==> config.mk <==
export PLATFORM = sky130hd
export DESIGN_NAME = leg_instr_encoder
export DESIGN_NICKNAME = d
export VERILOG_FILES = /design/src/rtl/leg_pkg.sv /design/src/rtl/leg_imm_pack.sv /design/src/rtl/leg_instr_encoder.sv
export SDC_FILE = /design/constraint.sdc
export NUM_CORES = 1
export LEC_CHECK = 0
export ABC_AREA = 1
export CAP_MARGIN = 20
export CORE_ASPECT_RATIO = 1.5
export CORE_MARGIN = 5
export CORE_UTILIZATION = 40
export CTS_BUF_LIST = sky130_fd_sc_hd__clkbuf_8
export DETAILED_ROUTE_END_ITERATION = 6
export DONT_BUFFER_PORTS = 1
export PLACE_DENSITY = 0.64
export SLEW_MARGIN = 20
export SYNTH_ARGS = -nofsm -noshare
export SYNTH_HDL_FRONTEND = slang
export SYNTH_SLANG_ARGS = --single-unit
==> constraint.sdc <==
create_clock -name clk -period 2.8 [get_ports clk]
set_input_delay 0.42 -clock clk [delete_from_list [all_inputs] [get_ports clk]]
set_output_delay 0.42 -clock clk [all_outputs]
set_load 0.01 [all_outputs]
==> src/rtl/leg_pkg.sv <==
// leg_pkg: shared types and constants for the LEGv8 instruction encoder.
// Contents: op_t operation enum, opcode field constants, immediate field widths,
//           and a helper that tests whether a 64-bit value fits a signed field.
package leg_pkg;

  // Operation codes on in_op. Values 8..15 are not defined and encode as errors.
  typedef enum logic [3:0] {
    ADD  = 4'd0,
    SUB  = 4'd1,
    AND  = 4'd2,
    ORR  = 4'd3,
    LDUR = 4'd4,
    STUR = 4'd5,
    CBZ  = 4'd6,
    MOVZ = 4'd7
  } op_t;

  // Opcode fields, MSB-aligned at bit 31 of the instruction word.
  localparam logic [10:0] OPC_ADD   = 11'b10001011000;
  localparam logic [10:0] OPC_SUB   = 11'b11001011000;
  localparam logic [10:0] OPC_AND   = 11'b10001010000;
  localparam logic [10:0] OPC_ORR   = 11'b10101010000;
  localparam logic [10:0] OPC_LDUR  = 11'b11111000010;
  localparam logic [10:0] OPC_STUR  = 11'b11111000000;
  localparam logic [7:0]  OPC_CBZ8  = 8'b10110100;
  localparam logic [8:0]  OPC_MOVZ9 = 9'b110100101;

  // Immediate field widths. DT and COND_BR fields are signed.
  localparam int DT_W    = 9;   // DT_address, -256..255
  localparam int CB_W    = 19;  // COND_BR_address, -2^18..2^18-1
  localparam int IMM16_W = 16;  // MOVZ imm16
  localparam int PACK_W  = 19;  // widest packed immediate

  // True when v is the sign extension of its low w bits, i.e. bits [63:w-1]
  // are all zero or all one.
  function automatic logic sext_fits(input logic [63:0] v, input int w);
    logic [63:0] m;
    m = ~64'd0 << (w - 1);
    return ((v & m) == 64'd0) || ((v & m) == m);
  endfunction

endpackage

==> src/rtl/leg_imm_pack.sv <==
// leg_imm_pack: combinational immediate range check and packing per operation.
// Ports: op_i/imm_i in; imm_bits_o (packed field, LSB-aligned), hw_o (MOVZ shift), range_err_o out.
// Latency 0 (pure combinational); no flow control.
module leg_imm_pack
  import leg_pkg::*;
(
  input  logic [3:0]        op_i,
  input  logic [63:0]       imm_i,
  output logic [PACK_W-1:0] imm_bits_o,
  output logic [1:0]        hw_o,
  output logic              range_err_o
);

  logic [3:0] nz;  // which 16-bit chunks of imm_i are non-zero

  always_comb begin
    for (int h = 0; h < 4; h++) begin
      nz[h] = |imm_i[16*h +: 16];
    end
  end

  always_comb begin
    imm_bits_o  = '0;
    hw_o        = 2'd0;
    range_err_o = 1'b0;
    case (op_i)
      LDUR, STUR: begin
        imm_bits_o  = {{(PACK_W-DT_W){1'b0}}, imm_i[DT_W-1:0]};
        range_err_o = !sext_fits(imm_i, DT_W);
      end
      CBZ: begin
        imm_bits_o  = imm_i[CB_W-1:0];
        range_err_o = !sext_fits(imm_i, CB_W);
      end
      MOVZ: begin
        // Exactly one non-zero chunk selects hw; an all-zero value encodes hw=0.
        case (nz)
          4'b0000, 4'b0001: begin
            hw_o = 2'd0; imm_bits_o = {{(PACK_W-IMM16_W){1'b0}}, imm_i[15:0]};
          end
          4'b0010: begin
            hw_o = 2'd1; imm_bits_o = {{(PACK_W-IMM16_W){1'b0}}, imm_i[31:16]};
          end
          4'b0100: begin
            hw_o = 2'd2; imm_bits_o = {{(PACK_W-IMM16_W){1'b0}}, imm_i[47:32]};
          end
          4'b1000: begin
            hw_o = 2'd3; imm_bits_o = {{(PACK_W-IMM16_W){1'b0}}, imm_i[63:48]};
          end
          default: range_err_o = 1'b1;
        endcase
      end
      default: ;
    endcase
  end

endmodule

==> src/rtl/leg_instr_encoder.sv <==
// leg_instr_encoder: streams decoded LEGv8 fields in, packed 32-bit words + byte address out.
// Ports: clk/reset/restart; in_valid/in_ready/in_op/in_rd/in_rn/in_rm/in_imm;
//        out_valid/out_ready/out_instr/out_addr/out_err; err_count.
// Latency 2 cycles (S1 fields, S2 encoded word), 1 word/cycle.
// Backpressure: S2 holds while out_ready=0; in_ready is combinational from out_ready.
module leg_instr_encoder
  import leg_pkg::*;
#(
  parameter int             AW   = 8,
  parameter logic [AW-1:0]  BASE = '0
) (
  input  logic          clk,
  input  logic          reset,
  input  logic          restart,
  input  logic          in_valid,
  output logic          in_ready,
  input  logic [3:0]    in_op,
  input  logic [4:0]    in_rd,
  input  logic [4:0]    in_rn,
  input  logic [4:0]    in_rm,
  input  logic [63:0]   in_imm,
  output logic          out_valid,
  input  logic          out_ready,
  output logic [31:0]   out_instr,
  output logic [AW-1:0] out_addr,
  output logic          out_err,
  output logic [7:0]    err_count
);

  // S1: registered input fields
  logic        s1_vld_q;
  logic [3:0]  s1_op_q;
  logic [4:0]  s1_rd_q, s1_rn_q, s1_rm_q;
  logic [63:0] s1_imm_q;

  // S2: registered encoded word
  logic        s2_vld_q;
  logic [31:0] s2_instr_q;
  logic        s2_err_q;

  logic [AW-1:0] addr_q, addr_d;
  logic [7:0]    err_cnt_q, err_cnt_d;

  logic [31:0]       instr_d;
  logic              err_d;
  logic [PACK_W-1:0] pk_bits;
  logic [1:0]        pk_hw;
  logic              pk_range_err;

  logic s2_adv, s1_adv, out_hs;

  assign s2_adv = !s2_vld_q || out_ready;
  assign s1_adv = !s1_vld_q || s2_adv;
  assign out_hs = s2_vld_q && out_ready;

  leg_imm_pack u_imm_pack (
    .op_i        (s1_op_q),
    .imm_i       (s1_imm_q),
    .imm_bits_o  (pk_bits),
    .hw_o        (pk_hw),
    .range_err_o (pk_range_err)
  );

  always_comb begin
    instr_d = 32'h0;
    err_d   = 1'b0;
    case (s1_op_q)
      ADD:  instr_d = {OPC_ADD, s1_rm_q, 6'd0, s1_rn_q, s1_rd_q};
      SUB:  instr_d = {OPC_SUB, s1_rm_q, 6'd0, s1_rn_q, s1_rd_q};
      AND:  instr_d = {OPC_AND, s1_rm_q, 6'd0, s1_rn_q, s1_rd_q};
      ORR:  instr_d = {OPC_ORR, s1_rm_q, 6'd0, s1_rn_q, s1_rd_q};
      LDUR: instr_d = {OPC_LDUR, pk_bits[DT_W-1:0], 2'b00, s1_rn_q, s1_rd_q};
      STUR: instr_d = {OPC_STUR, pk_bits[DT_W-1:0], 2'b00, s1_rn_q, s1_rd_q};
      CBZ:  instr_d = {OPC_CBZ8, pk_bits[CB_W-1:0], s1_rd_q};
      MOVZ: instr_d = {OPC_MOVZ9, pk_hw, pk_bits[IMM16_W-1:0], s1_rd_q};
      default: err_d = 1'b1;
    endcase
    // An errored word is still delivered, but with a zero payload.
    if (pk_range_err) begin
      instr_d = 32'h0;
      err_d   = 1'b1;
    end
  end

  // Address belongs to whatever word sits in S2, so it only moves on a
  // handshake; restart overrides an in-flight advance.
  always_comb begin
    addr_d = addr_q;
    if (restart)     addr_d = BASE;
    else if (out_hs) addr_d = addr_q + AW'(4);
  end

  always_comb begin
    err_cnt_d = err_cnt_q;
    if (out_hs && s2_err_q && err_cnt_q != 8'hFF) err_cnt_d = err_cnt_q + 8'd1;
  end

  always_ff @(posedge clk) begin
    if (reset) begin
      s1_vld_q   <= 1'b0;
      s1_op_q    <= 4'd0;
      s1_rd_q    <= 5'd0;
      s1_rn_q    <= 5'd0;
      s1_rm_q    <= 5'd0;
      s1_imm_q   <= 64'd0;
      s2_vld_q   <= 1'b0;
      s2_instr_q <= 32'h0;
      s2_err_q   <= 1'b0;
      addr_q     <= BASE;
      err_cnt_q  <= 8'd0;
    end else begin
      if (s1_adv) begin
        s1_vld_q <= in_valid;
        if (in_valid) begin
          s1_op_q  <= in_op;
          s1_rd_q  <= in_rd;
          s1_rn_q  <= in_rn;
          s1_rm_q  <= in_rm;
          s1_imm_q <= in_imm;
        end
      end
      if (s2_adv) begin
        s2_vld_q   <= s1_vld_q;
        s2_instr_q <= s1_vld_q ? instr_d : 32'h0;
        s2_err_q   <= s1_vld_q && err_d;
      end
      addr_q    <= addr_d;
      err_cnt_q <= err_cnt_d;
    end
  end

  assign in_ready  = s1_adv;
  assign out_valid = s2_vld_q;
  assign out_instr = s2_instr_q;
  assign out_err   = s2_err_q;
  assign out_addr  = addr_q;
  assign err_count = err_cnt_q;

endmodule

==> flow_metrics.py, run 1 <==
metrics = {
    "outcome": {
        "status": "finished, final reports clean",
    },
    "final_layout": {
        "syn_to_final_growth_pct": 8.565,
        "fin_cells": 1172,
        "fillers": 1720,
        "fin_nets": 1044,
        "drive_gt1_share_pct": 8.066,
    },
    "clock_network": {
        "hold_buffers": 0,
        "numCtsBuffers": 17,
        "postCtsSetupBuffers": 0,
        "clk_pin_slew_ns": 0.09,
        "htreeDepth": 4,
        "clk_latency_ns": 0.45,
        "cts_resized": 0,
        "cts_buffer_depth": 2,
        "cts_tree": "yes",
        "cts.sinks": 132,
        "root_buffer": "clkbuf_8",
    },
    "sta": {
        "fmax_mhz": 409.7,
        "rsz0062_at_grt": "false",
        "setup-violations-final": 0,
        "timing.final.crit_share_pct": 87.17,
        "period_needed_ns": 2.441,
        "skew_ns": 0.01526,
        "maxSlewViolCount": 0,
        "relSlewSlack_pct": 37.73,
        "worstMarginPinSlew_ns": 0.9341,
        "finalHoldViolCount": 0,
        "whs_ns": 0.02796,
        "tns_ns": 0,
    },
    "yosys": {
        "ys_seq_area_share_pct": 41.58,
        "synth_seq_cells": 132,
        "netlist_area_sq_um": 6355,
        "synth_cell_types": 35,
        "yosysMostFrequentCell": "nor2_1",
        "synth_edf_count": 0,
        "synth_area_leaders": "dfxtp_1 (42%), nor2_1 (13%), nand2_1 (11%)",
        "synth.top_cells.by_count": "nor2_1 (220), nand2_1 (184), dfxtp_1 (132)",
        "postSynth.asyncResetShare_pct": 0,
        "synthFlopType": "dfxtp_1",
        "syn_inst": 966,
        "synth_top_cell_by_area": "dfxtp_1",
        "synth_top_area_share_pct": 41.58,
        "synth_warnings": 0,
        "avgSynthCellArea_sq_um": 6.579,
    },
    "global_routing": {
        "grt_usage_pct": 20.89,
        "grt-busiest-layer": "met2",
        "met2_usage_pct": 37.43,
        "met1_usage_pct": 23.54,
        "grt_pass1_wl_um": 30460,
        "use_met3_pct": 4.399,
        "grt_pass1_vias": 5717,
        "grt_max_degree": 105,
        "grt-ovfl-total": 0,
        "antenna_found_initial": 1,
    },
    "power_and_ir_drop": {
        "leakage_nw": 2.714,
        "peakVddDrop_v": 0.0002827,
        "p_int_mw": 2.737,
        "p_switching_mw": 1.225,
        "pwr-share-seq_pct": 52.6,
        "switching_share_pct": 30.92,
        "clkPwrFrac_pct": 37.6,
        "p_comb_share_pct": 9.9,
        "power_density_nw_per_um2": 574.2,
    },
    "setup_path": {
        "end_kind": "flip-flop",
        "timing.rr.end": "out_instr[7]",
        "rrSetupSlack_ns": 0.36,
        "cp.required_ns": 3.18,
        "arrival_ns": 2.82,
        "start_kind": "flip-flop",
        "crit_type": "reg -> reg",
        "critPathMaxFanout": 26,
        "rr_worst_depth": 11,
        "reg2reg_from": "s1_imm_q[33]",
    },
    "floorplanning": {
        "io_pins": 139,
        "rows": 56,
        "initial_core_util_pct": 40.67,
        "die_x_um": 112.9,
        "die_h_um": 164.4,
        "core-area_sq_um": 15630,
        "die_area_sq_um": 18560,
    },
    "worst_hold_path": {
        "hold_class": "in -> reg",
        "worst_hold_startpoint": "reset",
        "holdPathStages": 1,
        "whs_endpoint": "out_instr[1]",
    },
    "detailed_routing": {
        "first_pass_iters": 5,
        "wirelength_um": 19700,
        "ant_nets": 0,
        "drc": 0,
        "routedWlPerCell_um": 16.81,
        "avgViaCountPerCell": 5.223,
        "drtIter0Drc": 542,
        "vias": 6121,
    },
    "flow_run": {
        "max_cap_viol_count": 0,
    },
    "place": {
        "port_buffers": 0,
        "dp_hpwl_um": 15120,
        "gp_congestion": 0.9245,
        "placedCellCount": 1138,
    },
}
area by class of cell:
cell class / instances / area, sq um / share of cell area [%]
flip-flops and latches: 132 / 2643 / 38.30
inverters: 63 / 236.5 / 3.428
well taps: 203 / 254.0 / 3.682
repair buffers: 18 / 147.6 / 2.140
clock inverters: 15 / 121.4 / 1.759
multi-input cells: 722 / 3258 / 47.23
diodes: 2 / 5.005 / 0.07254
clock buffers: 17 / 234.0 / 3.391
registers in the layout (all words and copies together), names as in the netlist:
register	count
out_valid	1
s1_imm_q	64
s1_rn_q	5
s1_rd_q	5
out_addr	6
s1_rm_q	5
s1_vld_q	1
err_count	8
out_instr	32
s1_op_q	4
out_err	1
how the worst max path moves through the flow:
stage	startpoint	end	slack, ns	cells after the start
4_1_cts	s1_imm_q[33]	out_instr[7]	0.36	11
5_1_grt	s1_imm_q[33]	out_instr[8]	0.12	11
3_5_place_dp	s1_imm_q[37]	out_instr[13]	0.39	11
6_report	s1_imm_q[33]	out_instr[7]	0.36	11
3_3_place_gp	s1_imm_q[32]	out_instr[30]	0.45	11
2_1_floorplan	out_ready	s1_imm_q[34]	0.96	7
per-layer routing:
metal / share of wire (%) / vias to the layer above
met5: 0 / -
met4: 3.2 / 0
met3: 6.1 / 36
met2: 52 / 208
met1: 39 / 2753
li1: - / 3124
critical path, cell delays in order, from the launching register on:
cell and delay [ns]:
dfxtp_1 0.34, nor2_1 0.09, nand3_1 0.09, nor2_1 0.13, nand2_1 0.12, nor2_1 0.50
nand2_1 0.22, nand4_2 0.20, nand4_4 0.12, nor2_8 0.31, nand2_1 0.11, a21oi_1 0.13
placed cells by master, fill, tap and decap left out, types with 4 or more instances in the layout:
cell type  Yosys  layout
a21oi_1       67      67
buf_4          3      17
clkbuf_8       0      17
clkinv_4       0       4
dfxtp_1      132     132
inv_1         52      52
inv_2         11      12
inv_6          0       4
nand2_1      184     183
nand3_1       86      86
nand4_1       16      16
nor2_1       220     219
nor2_2         3       4
nor2_4         4       4
nor3_1         6       6
o21ai_0      111     111
cells by family (layout without fill, tap and decap cells):
kind of cell	after synthesis	count (layout)	synth area share [%]
AO/OA/AOI/OAI	188	188	15.20
AND/OR/NAND/NOR	530	530	35.48
adder cells (fa/ha/maj)	2	2	0.3937
buffers and inverters	113	113	7.285
other	1	4	0.05901
flip-flops	132	132	41.58
power groups by stage:
stage	clock network (mW)	registers, mW	logic (mW)
floorplan	0	2.09	0.310
global placement	0	2.12	0.392
detailed placement	0	2.13	0.394
CTS	1.51	2.08	0.396
global route	1.60	2.09	0.453
finish	1.49	2.08	0.391
through the flow:
stage	total power, mW	cell area [sq um]	utilization [%]	worst slack [ns]
finish	3.961	6899	44.15	0.3592
global route	4.145	6897	44.14	0.1151
CTS	3.990	6894	44.12	0.3634
detailed placement	2.520	6539	41.85	0.3907
global placement	2.514	6539	41.85	0.4467
floorplan	2.401	6359	-	0.9631
No activity file was read; power rests on OpenSTA's default activity.
==> inputs of run 2 (changes only) <==
--- a/config.mk
+++ b/config.mk
@@ -9,11 +9,11 @@
 export CAP_MARGIN = 20
 export CORE_ASPECT_RATIO = 1.5
 export CORE_MARGIN = 5
-export CORE_UTILIZATION = 40
+export CORE_UTILIZATION = 51
 export CTS_BUF_LIST = sky130_fd_sc_hd__clkbuf_8
 export DETAILED_ROUTE_END_ITERATION = 6
 export DONT_BUFFER_PORTS = 1
-export PLACE_DENSITY = 0.64
+export PLACE_DENSITY = 0.76
 export SLEW_MARGIN = 20
 export SYNTH_ARGS = -nofsm -noshare
 export SYNTH_HDL_FRONTEND = slang
==> run 2 against run 1 <==
- final cell count decreased by 4.1%
- via count increased by 1.6%
- wire length decreased by 4.7%
- global-route usage increased by 4.1 points
- register-to-register slack got worse by 0.03 ns
- clock power increased by 9%
- design area decreased by 0.22%
- sequential power about the same
- count of clock-buffer cells in the layout unchanged
- critical path depth unchanged
- largest cell class unchanged
- largest power group unchanged
- highest routed layer unchanged
==> flow_metrics.py, run 2 (same netlist as run 1, synthesis figures left out) <==
metrics = {
    "outcome": {
        "status": "finished, final reports clean",
    },
    "sta": {
        "maxSlewViolCount": 0,
        "skew_ns": 0.01549,
        "rsz0062_at_grt": "false",
        "relSlewSlack_pct": 48.13,
        "finalHoldViolCount": 0,
        "period_needed_ns": 2.467,
        "setup-violations-final": 0,
        "worstMarginPinSlew_ns": 0.7769,
        "timing.final.crit_share_pct": 88.12,
        "fmax_mhz": 405.3,
        "tns_ns": 0,
    },
    "detailed_routing": {
        "routedWlPerCell_um": 16.70,
        "drtIter0Drc": 368,
        "ant_nets": 0,
        "first_pass_iters": 5,
        "drc": 0,
        "wirelength_um": 18770,
        "vias": 6219,
        "avgViaCountPerCell": 5.533,
    },
    "global_routing": {
        "grt-ovfl-total": 0,
        "grt_max_degree": 110,
        "grt_usage_pct": 25.00,
        "grt_pass1_wl_um": 29460,
        "grt_pass1_vias": 5914,
        "antenna_found_initial": 1,
    },
    "place": {
        "gp_congestion": 1.011,
        "dp_hpwl_um": 14360,
        "port_buffers": 0,
    },
    "final_layout": {
        "mostFrequentLayoutCells": "nor2_1 (219), nand2_1 (183), dfxtp_1 (132)",
        "fin_nets": 1044,
        "drive_gt1_share_pct": 7.963,
        "regMostFlops": "s1_imm_q",
        "post-route-util_pct": 55.58,
        "final_common_cell": "nor2_1",
        "largest_reg_flops": 64,
        "syn_to_final_growth_pct": 8.328,
    },
    "worst_hold_path": {
        "hold_class": "in -> reg",
    },
    "clock_network": {
        "cts_tree": "yes",
        "numCtsBuffers": 17,
        "root_buffer": "clkbuf_8",
        "postCtsSetupBuffers": 0,
        "htreeDepth": 4,
        "cts.sinks": 132,
        "clk_pin_slew_ns": 0.09,
        "hold_buffers": 0,
        "cts_buffer_depth": 2,
        "cts_resized": 0,
        "clk_latency_ns": 0.46,
    },
    "power_and_ir_drop": {
        "peakVddDrop_v": 0.0003286,
        "power_density_nw_per_um2": 596.5,
        "leakage_nw": 2.727,
    },
    "floorplanning": {
        "die_h_um": 146.7,
        "die_x_um": 101.1,
        "die_area_sq_um": 14840,
        "core-area_sq_um": 12390,
        "rows": 50,
        "io_pins": 139,
        "initial_core_util_pct": 51.30,
    },
    "setup_path": {
        "end_kind": "flip-flop",
        "arrival_ns": 2.85,
        "start_kind": "flip-flop",
        "cp.required_ns": 3.19,
        "crit_type": "reg -> reg",
        "critPathMaxFanout": 26,
    },
    "flow_run": {
        "max_cap_viol_count": 0,
    },
}
## run 2: changes by cell type in the layout (fill, tap and decap cells not counted)
cell / previous run / this run
buf_4: 17 / 15
bufinv_16: 0 / 1
clkinv_2: 2 / 0
clkinv_4: 4 / 1
diode_2: 2 / 1
dlygate4sd3_1: 0 / 2
inv_1: 52 / 51
inv_6: 4 / 6
inv_8: 2 / 5
## run 2: power breakdown
part / leakage [nW] / internal (mW) / switching (mW) / total (mW)
logic: 1.44 / 0.132 / 0.264 / 0.395
registers: 1.09 / 1.97 / 0.108 / 2.08
clock network: 0.198 / 0.748 / 0.882 / 1.63
total: 2.73 / 2.85 / 1.25 / 4.11
## run 2: path summary, 6_finish.rpt
path                       end  slack (ns)    startpoint  cells past startpoint
setup / recovery  out_instr[9]        0.33  s1_imm_q[16]                     11
hold / removal    out_instr[1]        0.02         reset                      1
setup reg to reg  out_instr[9]        0.33  s1_imm_q[16]                     11
hold reg to reg   out_instr[4]        0.46    s1_rd_q[4]                      2
## run 2: final cells by class
class	instances	area, sq um
repair buffers	18	152.6
flip-flops and latches	132	2643
clock inverters	15	162.7
inverters	63	236.5
multi-input cells	722	3258
well taps	156	195.2
fillers	1243	5503
clock buffers	17	234.0
diodes	1	2.502
## run 2: metal layers
metal  track usage (%)  share of wire, %  up-vias
met5                 0                 0        -
met4             10.18               3.2        0
met3             5.178               6.1       45
met2             44.33                52      220
met1             28.62                39     2826
li1                  -                 -     3128
## run 2: critical path, cell delays in order (launching register included)
cell and delay (ns):
dfxtp_1 0.32, nor2_1 0.20, nand2_1 0.08, nor2_1 0.20, nand2_2 0.15, nor2_4 0.26
nand2_1 0.27, nand4_2 0.23, nand4_4 0.12, nor2_8 0.32, nand2_1 0.11, a21oi_1 0.14
## run 2: through the flow
step	worst slack, ns	cells	total power [mW]	area (sq um)	hold slack (ns)
5_1_grt	0.08927	1124	4.280	6884	0.002009
3_3_place_gp	0.4408	1089	2.506	6465	0.4390
3_5_place_dp	0.3843	1089	2.514	6465	0.4532
4_1_cts	0.3502	1121	4.114	6862	0.008454
6_report	0.3326	1124	4.107	6884	0.02168
2_1_floorplan	0.9631	967	2.401	6359	0.4393
==> inputs of run 3 (changes only) <==
--- a/config.mk
+++ b/config.mk
@@ -11,8 +11,10 @@
 export CORE_MARGIN = 5
 export CORE_UTILIZATION = 51
 export CTS_BUF_LIST = sky130_fd_sc_hd__clkbuf_8
+export CTS_CLUSTER_SIZE = 8
 export DETAILED_ROUTE_END_ITERATION = 6
 export DONT_BUFFER_PORTS = 1
+export GPL_TIMING_DRIVEN = 0
 export PLACE_DENSITY = 0.76
 export SLEW_MARGIN = 20
 export SYNTH_ARGS = -nofsm -noshare
==> run 3 against run 2 <==
- setup slack better by 0.052 ns
- sequential share of layout area is 0.41 points lower
- non-clock buffer count up 32
- register-to-register slack improved by 0.05 ns
- total power is 0.13% higher
- flip-flop and latch count unchanged
- core utilization grew 0.60 points
- critical path depth decreased by 3
- clock skew decreased by 0.0038 ns
- critical endpoint is now s1_imm_q[2]
==> flow_metrics.py, run 3 (same netlist as run 1, synthesis figures left out) <==
metrics = {
    "clock_network": {
        "clk_latency_ns": 0.45,
        "cts_resized": 0,
        "cts_tree": "yes",
        "clk_pin_slew_ns": 0.08,
        "root_buffer": "clkbuf_8",
        "numCtsBuffers": 17,
        "hold_buffers": 0,
        "htreeDepth": 4,
        "postCtsSetupBuffers": 0,
        "cts.sinks": 132,
        "cts_buffer_depth": 2,
    },
    "global_routing": {
        "grt_pass1_wl_um": 30020,
        "grt_max_degree": 17,
        "antenna_found_initial": 2,
        "grt-ovfl-total": 0,
        "grt_usage_pct": 26.05,
        "grt_pass1_vias": 5958,
    },
    "final_layout": {
        "drive_gt1_share_pct": 7.214,
        "final_common_cell": "nor2_1",
        "design_area_sq_um": 6958,
        "largest_reg_flops": 64,
        "fin_nets": 1076,
        "mostFrequentLayoutCells": "nor2_1 (220), nand2_1 (184), dfxtp_1 (132)",
        "fillers": 1311,
        "syn_to_final_growth_pct": 9.490,
        "regMostFlops": "s1_imm_q",
    },
    "worst_hold_path": {
        "hold_class": "in -> reg",
        "holdPathStages": 2,
        "worst_hold_startpoint": "in_imm[52]",
    },
    "floorplanning": {
        "die_h_um": 146.7,
        "io_pins": 139,
        "die_area_sq_um": 14840,
        "rows": 50,
        "die_x_um": 101.1,
        "initial_core_util_pct": 51.30,
        "core-area_sq_um": 12390,
    },
    "setup_path": {
        "cp.required_ns": 3.18,
        "arrival_ns": 2.80,
        "rrSetupSlack_ns": 0.38,
        "reg2reg_from": "out_valid",
        "end_kind": "flip-flop",
        "crit_end": "s1_imm_q[2]",
        "crit_type": "reg -> reg",
        "start_kind": "flip-flop",
        "cp-startpoint": "out_valid",
        "rr_worst_depth": 8,
        "timing.rr.end": "s1_imm_q[2]",
        "critPathMaxFanout": 10,
    },
    "power_and_ir_drop": {
        "peakVddDrop_v": 0.0003088,
        "power_density_nw_per_um2": 591.0,
        "leakage_nw": 2.746,
        "p_total_mw": 4.112,
    },
    "sta": {
        "setup_slack_ns": 0.3849,
        "fmax_mhz": 414.1,
        "rsz0062_at_grt": "false",
        "tns_ns": 0,
        "maxSlewViolCount": 0,
        "whs_ns": 0.1356,
        "period_needed_ns": 2.415,
        "setup-violations-final": 0,
        "finalHoldViolCount": 0,
        "worstMarginPinSlew_ns": 0.6078,
        "relSlewSlack_pct": 59.48,
        "skew_ns": 0.01167,
        "timing.final.crit_share_pct": 86.25,
    },
    "place": {
        "gp_congestion": 0.9919,
        "placed_area_sq_um": 6554,
        "port_buffers": 0,
        "place_ws_ns": 0.3962,
        "dp_hpwl_um": 15330,
    },
    "outcome": {
        "status": "finished, final reports clean",
    },
    "detailed_routing": {
        "wirelength_um": 19120,
        "first_pass_iters": 5,
        "drtIter0Drc": 353,
        "vias": 6323,
        "avgViaCountPerCell": 5.474,
        "drc": 0,
        "routedWlPerCell_um": 16.55,
        "ant_nets": 0,
    },
    "flow_run": {
        "max_cap_viol_count": 0,
    },
}
[run 3: power breakdown]
group	internal, mW	switching (mW)
Sequential	1.97	0.119
Clock	0.858	0.763
Combinational	0.131	0.266
[run 3: stage by stage]
stage / std cells / utilization (%)
final: 1155 / 56.17
after global routing: 1155 / 56.17
after CTS: 1154 / 56.15
after detailed placement: 1123 / 52.91
after global placement: 1123 / 52.91
after floorplan: 967 / -
[run 3: final cells by class]
cell class | count | area (sq um) | share of cell area (%)
Antenna cell | 1 | 2.502 | 0.03596
Buffer | 50 | 226.5 | 3.255
Clock buffer | 20 | 275.3 | 3.956
Clock inverter | 11 | 126.4 | 1.816
Inverter | 63 | 236.5 | 3.399
Multi-Input combinational cell | 722 | 3253 | 46.75
Sequential cell | 132 | 2643 | 37.98
Tap cell | 156 | 195.2 | 2.805
[run 3: worst min path at each step]
stage	to	slack [ns]
global route	s1_imm_q[54]	0.11
detailed placement	out_instr[3]	0.45
finish	s1_imm_q[52]	0.14
floorplan	out_instr[0]	0.44
global placement	out_instr[2]	0.45
CTS	s1_imm_q[52]	0.12
[run 3: worst max-delay path, cell delays in order (launching register included)]
cell and delay, ns:
dfxtp_1 0.40, inv_1 0.05, nor2_1 0.42, nand2_1 0.29, nand2_1 0.15, buf_2 0.29, clkbuf_1 0.46, o21ai_0 0.18
nor2_1 0.11
[run 3: routing by layer]
metal / vias to the layer above / part of all wire (%) / GRT usage, %
met3: 59 / 6.9 / 7.031
li1: 3188 / - / -
met1: 2850 / 37 / 27.97
met2: 224 / 51 / 45.97
met4: 2 / 4.8 / 12.91
met5: - / 0.058 / 0
